### src/rtl/uart_32_bit_tx.sv
// uart_32_bit_tx: 32-bit UART transmitter.
// Frame format: 1 start bit, 32 data bits sent LSB-first, 1 stop bit, no parity.
// Bit timing comes from baud_tick; one bit lasts TICKS_PER_BIT ticks.
// Optional build macro UART_32_BIT_TX_BUFFER_EN adds a one-entry holding
// register, so a queued word can follow the current frame with no idle gap.
module uart_32_bit_tx #(
  parameter int TICKS_PER_BIT = 16
) (
  input  logic        clk,
  input  logic        rst,
  input  logic        baud_tick,
  input  logic        tx_start,
  input  logic [31:0] tx_data,
  output logic        tx,
  output logic        busy,
  output logic        done,
  output logic        tx_ready
);

  localparam int TW = $clog2(TICKS_PER_BIT);

  typedef enum logic [1:0] {IDLE, START, DATA, STOP} state_t;

  state_t        state_q, state_d;
  logic [TW-1:0] tick_cnt;
  logic [4:0]    bit_cnt;
  logic [31:0]   shift_reg;
  logic          tx_q, busy_q, done_q;
  logic          tx_d, busy_d, done_d;
  logic          boundary;
  logic          accept;
  logic          shift_en;
`ifdef UART_32_BIT_TX_BUFFER_EN
  logic [31:0]   buf_data;
  logic          buf_valid;
  logic          load_buf;
  logic          buf_wr;
`endif

  // The last tick of a bit closes that bit.
  assign boundary = baud_tick && (tick_cnt == TW'(TICKS_PER_BIT - 1));

  // Next-state logic and next-value logic for the registered outputs.
  always_comb begin
    state_d  = state_q;
    tx_d     = tx_q;
    busy_d   = busy_q;
    done_d   = 1'b0;
    accept   = 1'b0;
    shift_en = 1'b0;
`ifdef UART_32_BIT_TX_BUFFER_EN
    load_buf = 1'b0;
`endif
    unique case (state_q)
      IDLE: begin
        if (tx_start) begin
          accept  = 1'b1;
          state_d = START;
          tx_d    = 1'b0;
          busy_d  = 1'b1;
        end
      end
      START: begin
        tx_d = 1'b0;
        if (boundary) begin
          state_d = DATA;
          tx_d    = shift_reg[0];
        end
      end
      DATA: begin
        if (boundary) begin
          shift_en = 1'b1;
          if (bit_cnt == 5'd31) begin
            state_d = STOP;
            tx_d    = 1'b1;
          end else begin
            // This is the bit that becomes shift_reg[0] after the shift.
            tx_d = shift_reg[1];
          end
        end
      end
      STOP: begin
        tx_d = 1'b1;
        if (boundary) begin
          done_d  = 1'b1;
          state_d = IDLE;
          busy_d  = 1'b0;
`ifdef UART_32_BIT_TX_BUFFER_EN
          // Chain straight into the next frame when a word is waiting.
          if (buf_valid) begin
            load_buf = 1'b1;
            state_d  = START;
            tx_d     = 1'b0;
            busy_d   = 1'b1;
          end else if (tx_start) begin
            accept  = 1'b1;
            state_d = START;
            tx_d    = 1'b0;
            busy_d  = 1'b1;
          end
`endif
        end
      end
      default: state_d = IDLE;
    endcase
  end

  // State register, the registered line outputs, and the datapath counters.
  always_ff @(posedge clk) begin
    if (rst) begin
      state_q   <= IDLE;
      tx_q      <= 1'b1;
      busy_q    <= 1'b0;
      done_q    <= 1'b0;
      tick_cnt  <= '0;
      bit_cnt   <= '0;
      shift_reg <= '0;
    end else begin
      state_q <= state_d;
      tx_q    <= tx_d;
      busy_q  <= busy_d;
      done_q  <= done_d;
      if (accept) begin
        shift_reg <= tx_data;
        tick_cnt  <= '0;
        bit_cnt   <= '0;
`ifdef UART_32_BIT_TX_BUFFER_EN
      end else if (load_buf) begin
        shift_reg <= buf_data;
        tick_cnt  <= '0;
        bit_cnt   <= '0;
`endif
      end else if (state_q != IDLE && baud_tick) begin
        tick_cnt <= boundary ? '0 : tick_cnt + TW'(1);
        if (shift_en) begin
          shift_reg <= {1'b0, shift_reg[31:1]};
          bit_cnt   <= bit_cnt + 5'd1;
        end
      end
    end
  end

`ifdef UART_32_BIT_TX_BUFFER_EN
  // A request that arrives mid-frame is parked here, unless it is taken
  // directly at a STOP boundary.
  assign buf_wr = tx_start && busy_q && !buf_valid && !accept;

  // Holding register: written while busy, drained at the STOP boundary.
  always_ff @(posedge clk) begin
    if (rst) begin
      buf_valid <= 1'b0;
      buf_data  <= '0;
    end else if (load_buf) begin
      buf_valid <= 1'b0;
    end else if (buf_wr) begin
      buf_valid <= 1'b1;
      buf_data  <= tx_data;
    end
  end

  assign tx_ready = ~buf_valid;
`else
  assign tx_ready = ~busy_q;
`endif

  assign tx   = tx_q;
  assign busy = busy_q;
  assign done = done_q;

endmodule

### config.mk
export PLATFORM = sky130hd
export DESIGN_NAME = uart_32_bit_tx
export DESIGN_NICKNAME = d
export VERILOG_FILES = /design/src/rtl/uart_32_bit_tx.sv
export SDC_FILE = /design/constraint.sdc
export NUM_CORES = 1
export LEC_CHECK = 0
export CELL_PAD_IN_SITES_DETAIL_PLACEMENT = 1
export CELL_PAD_IN_SITES_GLOBAL_PLACEMENT = 1
export CORE_ASPECT_RATIO = 0.75
export CORE_MARGIN = 2
export CORE_UTILIZATION = 40
export DETAILED_ROUTE_END_ITERATION = 10
export PLACE_DENSITY_LB_ADDON = 0.2
export SETUP_SLACK_MARGIN = 0.3
export SYNTH_ARGS = -nofsm -noshare
export SYNTH_HDL_FRONTEND = slang
export SYNTH_SLANG_ARGS = --single-unit
### constraint.sdc
create_clock -name clk -period 2.2 [get_ports clk]
set_input_delay 0.44 -clock clk [delete_from_list [all_inputs] [get_ports clk]]
set_output_delay 0.44 -clock clk [all_outputs]
set_load 0.005 [all_outputs]
==> run_results.csv, run 1 <==
group,metric,value,unit
logic_synthesis,synthSimpleGateAreaFrac,11.9,%
pwr,p_int,1730,µW
pwr,comb_power_share,35.8,%
clock_network,postCtsHoldBufs,0,
logic_synthesis,avgSynthCellArea,10.1,µm²
clock_network,cts_tree,"built",
logic_synthesis,synth_top_area_share,40.7,%
sta,hold_viol,0,
pwr,p_sw,889,µW
placement,hpwl,3150,µm
placement,place_congestion,0.704,
clock_network,cts.htree.levels,2,
drt,dr.pass1.iters,4,
sta,setup_tns,0,ps
clock_network,root_buffer,"clkbuf_8",
pwr,clkPwrFrac,20.1,%
floorplan,dieArea,6290,µm²
worst_setup_path,cp.arrival,1990,ps
worst_setup_path,crit_type,"in2reg",
clock_network,cts_buffers,5,
logic_synthesis,muxShareOfSynthArea,15.9,%
grt,grt_usage,15.1,%
logic_synthesis,synthAdderAreaFrac,4.42,%
grt,grt_max_degree,66,
placement,post-place-ws,120,ps
floorplan,io_pins,40,
logic_synthesis,ys_seq_area_share,40.7,%
clock_network,clk_latency,290,ps
drt,drc,0,
logic_synthesis,yosysMostFrequentCell,"dfxtp_1",
logic_synthesis,synth_compound_gate_area_share,15.0,%
sta,setup_viol,0,
worst_setup_path,cp_slowest_cell,"clkdlybuf4s50_1",
worst_setup_path,path_cells,"clkdlybuf4s50_1 -> nand4_1 -> nor3_4 -> buf_12 -> clkbuf_16 -> mux2i_1 -> a211oi_1",
sta,finalMaxSlewViolations,0,
worst_setup_path,cpLargestDelayFamily,"buffers and inverters",
grt,grt-ovfl-total,0,
pwr,ir_worst_vdd,423,µV
drt,post_drt_wl_per_cell,14.3,µm
cells_and_area,drive_gt1_share,9.51,%
logic_synthesis,synth_area,2260,µm²
logic_synthesis,async_flop_share,0,%
sta,post-route-period-util,82.9,%
pwr,power.density,937,nW/µm²
logic_synthesis,synth_top_family_by_area,"multiplexers",
floorplan,core_area,5410,µm²
drt,avgViaCountPerCell,4.87,
floorplan,placementRows,23,
clock_network,ctsLongestPathBuffers,2,
logic_synthesis,synthXorXnorAreaFrac,1.55,%
logic_synthesis,synth-main-ff-cell,"dfxtp_1",
floorplan,die_w,90.9,µm
drt,vias,1646,
worst_setup_path,cp_num_buf_inv,3,
sta,finalClockSkew,5.82,ps
outcome,outcome,"complete, no violations",
clock_network,cts_sinks,46,
sta,tightestPinTransition,491,ps
worst_setup_path,slowest_delay,490,ps
clock_network,path_clk_slew,80,ps
worst_setup_path,worst_ep_required_time,2370,ps
drt,postRouteAntennaNets,0,
pwr,swShare,34.0,%
sta,fin_ws,376,ps
sta,fmax,548,MHz
pwr,p_seq_share,44.1,%
drt,drt_wl_total,4830,µm
floorplan,initial_core_util,41.9,%
logic_synthesis,synth.area.top_cells,"dfxtp_1 41%, mux2i_1 16%, a211oi_1 11%",
floorplan,fp.dieH,69.2,µm
grt,grt_antenna_before_repair,0,
worst_setup_path,cp-start-kind,"input port",
placement,numPortBuffers,39,
logic_synthesis,postSynthCellCount,225,
worst_hold_path,hp-class,"reg2reg",
pwr,leakage,0.000968,µW
logic_synthesis,synth_cell_types,34,
logic_synthesis,synth_common_cells,"46 x dfxtp_1, 43 x nor2_1, 36 x mux2i_1",
logic_synthesis,syn_nets,269,
drt,drtIter0Drc,40,
sta,min_period,1820,ps
cells_and_area,antenna_cells,0,
worst_setup_path,crit_fanout,9,
cells_and_area,largest_reg_flops,32,
grt,grt_pass1_wl,7730,µm
sta,maxSlewHeadroom,67.2,%
worst_setup_path,cp-end-kind,"flip-flop",
sta,rsz0062_at_grt,"false",
cells_and_area,syn_to_final_growth,23.3,%
logic_synthesis,synth_seq_cells,46,
logic_synthesis,yosys.area.top_type,"dfxtp_1",
logic_synthesis,ys.warnings.count,0,
grt,grt_pass1_vias,1664,
cells_and_area,final_nets,306,
flow_run,cap_viol_max_count,0,
logic_synthesis,synth-edff-count,0,
==> layout by cell type (no fill, tap or decap), types with 3 or more instances in the layout <==
master	netlist	layout
a211oi_1	32	32
a21oi_1	7	7
buf_12	3	3
clkbuf_8	8	6
clkdlybuf4s50_1	0	39
dfxtp_1	46	44
ha_1	8	6
inv_1	5	5
mux2i_1	36	36
nand2_1	4	3
nor2_1	43	43
nor2b_1	3	3
xnor2_1	3	3
==> path summary, 6_finish.rpt <==
| kind | slack (ps) | from | cells past startpoint | end |
|---|---|---|---|---|
| setup reg to reg | 430 | state_q[0] | 6 | state_q[1] |
| hold / removal | 470 | tx | 2 | tx |
| hold reg to reg | 470 | tx | 2 | tx |
| setup / recovery | 380 | baud_tick | 7 | shift_reg[28] |
==> layer usage <==
metal | share of wire [%] | GRT usage [%]
met1 | 53 | 20.7
met2 | 42 | 22.9
met3 | 3.7 | 3.83
met4 | 1.5 | 6.06
met5 | 0 | 0
==> cell families after synthesis <==
group | count (synthesis)
buffers and inverters | 23
multiplexers | 36
AO/OA/AOI/OAI | 47
adder cells (fa/ha/maj) | 8
XOR/XNOR | 4
AND/OR/NAND/NOR | 61
flip-flops | 46
==> timing repair <==
item / in CTS / in global routing
pin swaps: 1 / 3
gates cloned: 0 / 3
buffers inserted: 0 / 1
endpoints found under the setup margin: 2 / 35
resized for setup: 1 / 5
==> metrics by stage <==
step | utilization [%] | hold slack (ps) | power, µW | cell area [µm²] | cells
floorplan | - | 462 | 1870 | 2260 | 225
global placement | 48.0 | 456 | 2040 | 2600 | 326
detailed placement | 48.0 | 462 | 2060 | 2600 | 326
CTS | 49.7 | 482 | 2600 | 2690 | 334
global route | 51.6 | 524 | 2810 | 2790 | 338
finish | 51.6 | 474 | 2620 | 2790 | 338
==> final cells by class <==
| cell class | instances | area (µm²) |
|---|---|---|
| Multi-Input combinational cell | 156 | 1130 |
| Tap cell | 75 | 93.8 |
| Sequential cell | 46 | 923 |
| Timing Repair Buffer | 47 | 527 |
| Inverter | 6 | 22.5 |
| Fill cell | 639 | 2620 |
| Clock inverter | 1 | 5.00 |
| Clock buffer | 7 | 86.3 |
==> worst reg2reg max path, cell delays in order, from the launching register on <==
cell      delay [ps]
dfxtp_2          370
inv_1             80
ha_2             240
or3_4            420
a221oi_4         290
mux2i_1          210
nor2_1            50
==> power by group through the flow <==
stage               combinational, µW  clock [µW]  sequential [µW]
detailed placement                896           0             1170
floorplan                         731           0             1140
global route                     1060         574             1180
global placement                  873           0             1170
finish                            938         525             1150
CTS                               897         546             1150
No activity file was read; power rests on OpenSTA's default activity.
==> inputs of run 2 (changes only) <==
- clock period: 2.2 -> 1.8 ns (I/O delays scaled with it)
==> run 2 against run 1 <==
Against the previous run:
- the run now ends with setup timing left
- first-iteration DRC count increased to 3.1 times the previous value
- critical path type is now reg2reg
- clock skew increased by 8.9 ps
- largest power group is now combinational logic
- critical path depth increased by 1
- non-clock buffer count grew 26
- clock power is 82% higher
- sequential power is 35% higher
- setup slack got worse by 470 ps
- count of clock-buffer cells in the layout stayed put
- critical endpoint is now shift_reg[26]
==> run_results.csv, run 2 (synthesis gave the netlist of run 1 again) <==
group,metric,value,unit
outcome,outcome,"finished with violations",
outcome,violations,"setup timing",
cells_and_area,largest_reg_flops,32,
sta,finalClockSkew,14.7,ps
drt,wl_met1,3900,µm
cells_and_area,nFillCells,566,
cells_and_area,final_area,3530,µm²
worst_setup_path,crit_type,"reg2reg",
sta,rsz0062_at_grt,"true",
drt,routed-wl-met3,369,µm
placement,hpwl,3160,µm
drt,avgViaCountPerCell,5.76,
grt,grt_max_degree,34,
pwr,fin_total_pwr,4540,µW
clock_network,path_clk_slew,90,ps
worst_setup_path,slowest_delay,360,ps
clock_network,clk_latency,330,ps
drt,postRouteAntennaNets,0,
grt,grt_pass1_wl,10900,µm
flow_run,cap_viol_max_count,0,
clock_network,cts_buffers,5,
placement,numPortBuffers,39,
pwr,power.density,1290,nW/µm²
grt,grt-ovfl-total,0,
sta,setup_viol,31,
floorplan,initial_core_util,41.9,%
sta,post-route-period-util,105,%
cells_and_area,final_nets,332,
sta,fmax,527,MHz
worst_setup_path,worst_ep_required_time,2010,ps
drt,drt_wl_total,8860,µm
cells_and_area,antenna_cells,0,
grt,grt_antenna_before_repair,0,
grt,grt_usage,22.2,%
sta,fin_ws,-98.5,ps
cells_and_area,mostFrequentLayoutCell,"nor2_1",
drt,met2_length,4230,µm
clock_network,cts.htree.levels,2,
worst_setup_path,crit_fanout,5,
worst_setup_path,cpLargestDelayFamily,"simple AND/OR/NAND/NOR gates",
clock_network,cts_sinks,46,
cells_and_area,final_cell_mix,"41 x nor2_1, 39 x dfxtp_1, 34 x clkdlybuf4s50_1",
sta,min_period,1900,ps
floorplan,core_area,5410,µm²
clock_network,cts_tree,"built",
drt,dr.pass1.iters,4,
worst_setup_path,cp_slowest_cell,"dfxtp_2",
sta,hold_viol,0,
drt,vias,2095,
worst_setup_path,cp_num_buf_inv,3,
clock_network,postCtsHoldBufs,0,
placement,place_area,2650,µm²
grt,grt_pass1_vias,2005,
floorplan,dieArea,6290,µm²
sta,maxSlewHeadroom,74.3,%
floorplan,io_pins,40,
pwr,ir_worst_vdd,454,µV
clock_network,ctsLongestPathBuffers,2,
sta,hold_slack,513,ps
pwr,leakage,0.00128,µW
worst_setup_path,cp-end-kind,"flip-flop",
floorplan,fp.dieH,69.2,µm
worst_setup_path,cp-start-kind,"flip-flop",
sta,tightestPinTransition,380,ps
drt,drc,0,
worst_setup_path,cp.arrival,2100,ps
floorplan,placementRows,23,
sta,finalMaxSlewViolations,0,
placement,place_congestion,0.705,
cells_and_area,drive_gt1_share,33.9,%
floorplan,die_w,90.9,µm
worst_hold_path,hp-class,"reg2reg",
cells_and_area,syn_to_final_growth,55.9,%
drt,drtIter0Drc,125,
worst_setup_path,path_cells,"ha_4 -> nand4_1 -> nor3_4 -> buf_4 -> buf_6 -> buf_12 -> mux2i_4 -> a211oi_2",
drt,maxUsedRoutingLayer,"met4",
drt,post_drt_wl_per_cell,24.3,µm
clock_network,root_buffer,"clkbuf_8",
-- run 2: changes by cell type in the layout (fill, tap and decap cells not counted), moves of 5 or more --
cell             previous run  this run
a211oi_1                   32        19
a211oi_2                    0        13
buf_16                      0         6
buf_4                       2        14
buf_6                       1         6
clkdlybuf4s50_1            39        34
dfxtp_1                    44        39
mux2i_1                    36        24
mux2i_4                     0         8
-- run 2: worst min-delay path, stage by stage, from the launching register on --
cell	delay, ps
dfxtp_2	340
a21oi_1	70
o31ai_1	70
-- run 2: final cells by class --
type / count / area (µm²) / share of cell area (%)
repair buffers: 73 / 900 / 25.5
multi-input cells: 156 / 1440 / 40.6
clock inverters: 1 / 30.0 / 0.850
inverters: 6 / 30.0 / 0.850
clock buffers: 7 / 108 / 3.05
well taps: 75 / 93.8 / 2.66
flip-flops and latches: 46 / 935 / 26.5
-- run 2: what timing repair did --
action / 4_1_cts / 5_1_grt
gates cloned: 6 / 3
pin swaps: 20 / 26
gates resized for setup: 27 / 57
setup buffers: 14 / 6
endpoints found under the setup margin: 43 / 47
-- run 2: worst paths after layout --
| path | from | end | slack [ps] | depth (start not counted) |
|---|---|---|---|---|
| max reg2reg | tick_cnt[0] | shift_reg[26] | -100 | 8 |
| max | tick_cnt[0] | shift_reg[26] | -100 | 8 |
| min | tx | tx | 510 | 2 |
| min reg2reg | tx | tx | 510 | 2 |
-- run 2: routing by layer --
layer / global-route usage (%) / up-vias
met3: 4.70 / 29
met4: 6.73 / 0
met1: 29.0 / 1064
met5: 0 / -
met2: 37.0 / 72
li1: - / 930
-- run 2: per-stage QoR --
stage	cells	utilization [%]	worst slack [ps]	TNS, ps
after floorplan	225	-	236	0
after CTS	355	57.9	131	0
final	364	65.3	-98.5	-1150
after global routing	364	65.3	-160	-3530
after global placement	327	48.9	-133	-4300
after detailed placement	327	48.9	-175	-5290
-- run 2: report_power, final --
group          switching [µW]  internal (µW)  total [µW]
Combinational            1030           1000        2030
Clock                     416            537         954
Sequential                270           1280        1550
Total                    1720           2820        4540
==> inputs of run 3 (changes only) <==
==> constraint.sdc (replaced) <==
create_clock -name clk -period 1.8 [get_ports clk]
set_input_delay 0.18 -clock clk [delete_from_list [all_inputs] [get_ports clk]]
set_output_delay 0.18 -clock clk [all_outputs]
set_load 0.005 [all_outputs]
==> run 3 against run 2 <==
Against the previous run:
- total power down 20%
- the flow now finishes without violations
- largest cell class unchanged
- die area is the same
- global-route usage is 4.6 points lower
- setup slack better by 120 ps
- largest power group unchanged
- highest routed layer unchanged
==> run_results.csv, run 3 (synthesis gave the netlist of run 1 again) <==
group,metric,value,unit
outcome,outcome,"complete, no violations",
worst_setup_path,slowest_delay,370,ps
grt,grt_pass1_vias,1821,
flow_run,cap_viol_max_count,0,
grt,grt-ovfl-total,0,
worst_setup_path,cp_num_buf_inv,3,
floorplan,placementRows,23,
cells_and_area,nFillCells,602,
drt,drt_wl_total,5740,µm
pwr,fin_total_pwr,3650,µW
worst_setup_path,cp.arrival,1960,ps
drt,vias,1797,
clock_network,clk_latency,300,ps
worst_setup_path,cpLargestDelayFamily,"simple AND/OR/NAND/NOR gates",
drt,dr.pass1.iters,4,
cells_and_area,multi_input_area,1310,µm²
clock_network,cts_tree,"built",
worst_setup_path,ff2ff_path_depth,8,
grt,grt_pass1_wl,8920,µm
clock_network,root_buffer,"clkbuf_8",
pwr,leakage,0.00110,µW
worst_setup_path,worstReg2RegStart,"tick_cnt[1]",
grt,grt_usage,17.6,%
cells_and_area,regArea,933,µm²
grt,grt_max_degree,47,
clock_network,cts_sinks,46,
worst_setup_path,crit_end,"shift_reg[8]",
sta,fmax,562,MHz
cells_and_area,final_cell_mix,"43 x nor2_1, 40 x dfxtp_1, 39 x clkdlybuf4s50_1",
grt,grt_antenna_before_repair,0,
worst_setup_path,r2r_setup_slack,20,ps
placement,hpwl,3230,µm
cells_and_area,final_nets,322,
cells_and_area,mostFrequentLayoutCell,"nor2_1",
placement,place_congestion,0.703,
worst_setup_path,crit_fanout,5,
worst_setup_path,path_cells,"ha_4 -> nand4_1 -> nor3_4 -> buf_12 -> buf_12 -> buf_16 -> mux2i_1 -> a211oi_1",
drt,avgViaCountPerCell,5.08,
worst_setup_path,path_depth,8,
drt,drtIter0Drc,54,
clock_network,path_clk_slew,90,ps
sta,tightestPinTransition,503,ps
worst_hold_path,hp-class,"in2reg",
worst_setup_path,cp-end-kind,"flip-flop",
drt,drc,0,
floorplan,die_w,90.9,µm
placement,numPortBuffers,39,
sta,rsz0062_at_grt,"true",
clock_network,ctsLongestPathBuffers,2,
cells_and_area,syn_to_final_growth,39.3,%
worst_setup_path,crit_top_cell,"buf_12",
worst_setup_path,cp-start-kind,"flip-flop",
cells_and_area,largest_reg_flops,32,
worst_setup_path,worst_ep_required_time,1980,ps
sta,setup_tns,0,ps
clock_network,cts.htree.levels,2,
sta,setup_viol,0,
sta,maxSlewHeadroom,66.4,%
cells_and_area,antenna_cells,0,
sta,finalMaxSlewViolations,0,
floorplan,io_pins,40,
floorplan,initial_core_util,41.9,%
worst_setup_path,worstSetupStartpoint,"tick_cnt[1]",
drt,post_drt_wl_per_cell,16.2,µm
floorplan,core_area,5410,µm²
pwr,power.density,1160,nW/µm²
cells_and_area,drive_gt1_share,24.4,%
drt,postRouteAntennaNets,0,
sta,finalClockSkew,7.98,ps
sta,min_period,1780,ps
floorplan,dieArea,6290,µm²
clock_network,cts_buffers,5,
worst_setup_path,r2r_end,"shift_reg[8]",
sta,post-route-period-util,98.8,%
floorplan,fp.dieH,69.2,µm
sta,hold_viol,0,
worst_setup_path,cp_slowest_cell,"dfxtp_2",
worst_setup_path,crit_type,"reg2reg",
pwr,ir_worst_vdd,371,µV
-- run 3: changes by cell type in the layout (fill, tap and decap cells not counted), sizes merged --
cell	delta
buf	-7
clkdlybuf4s50	+5
clkbuf	-3
dlygate4sd2	-3
dlymetal6s2s	-2
bufinv	-1
clkinv	+1
-- run 3: metrics by stage --
step | util, % | std cells | cell area, µm² | setup slack, ps | hold WS (ps)
3_3_place_gp | 49.4 | 329 | 2670 | 39.7 | 456
6_report | 58.3 | 354 | 3160 | 21.4 | 476
4_1_cts | 55.6 | 352 | 3010 | 142 | 473
3_5_place_dp | 49.4 | 329 | 2670 | -12.3 | 471
5_1_grt | 58.3 | 354 | 3160 | -48.8 | 475
2_1_floorplan | - | 225 | 2310 | 236 | 360
-- run 3: final cells by class --
type                    instances  area share [%]
clock buffers                   7            2.74
multi-input cells             156            41.5
clock inverters                 1           0.159
inverters                       6           0.952
well taps                      75            2.97
flip-flops and latches         46            29.6
repair buffers                 63            22.1
-- run 3: worst register-to-register path, cell delays in order (launching register included) --
cell      delay, ps
dfxtp_2         370
ha_4            140
nand4_1         160
nor3_4          250
buf_12          160
buf_12          120
buf_16          120
mux2i_1         230
a211oi_1        120
-- run 3: metal layers --
metal,global-route usage [%],share of wire (%),vias to the layer above
met5,0,0,-
met4,5.05,1.8,0
met3,3.83,3.0,9
met2,28.4,47,36
met1,24.0,48,846
li1,-,-,906
-- run 3: where the power goes --
part / internal [µW] / switching [µW] / leakage (µW)
Clock: 310 / 340 / 0.0000482
Sequential: 1280 / 210 / 0.000382
Combinational: 757 / 755 / 0.000669
-- run 3: worst min path at each step --
stage / from / to / slack, ps / cells past startpoint
2_1_floorplan: tx_data[10] / shift_reg[10] / 360 / 2
3_3_place_gp: tx / tx / 460 / 2
3_5_place_dp: tx / tx / 470 / 2
4_1_cts: tx_data[5] / shift_reg[5] / 470 / 3
5_1_grt: tx_data[16] / shift_reg[16] / 470 / 3
6_report: tx_data[16] / shift_reg[16] / 480 / 3
-- run 3: timing repair --
item	in CTS	in global routing
hold buffers	0	0
endpoints found under the setup margin	40	45
endpoints found under the hold margin	0	0
cloned	3	0
setup buffers	12	2
pin swaps	22	10
resized for setup	14	26
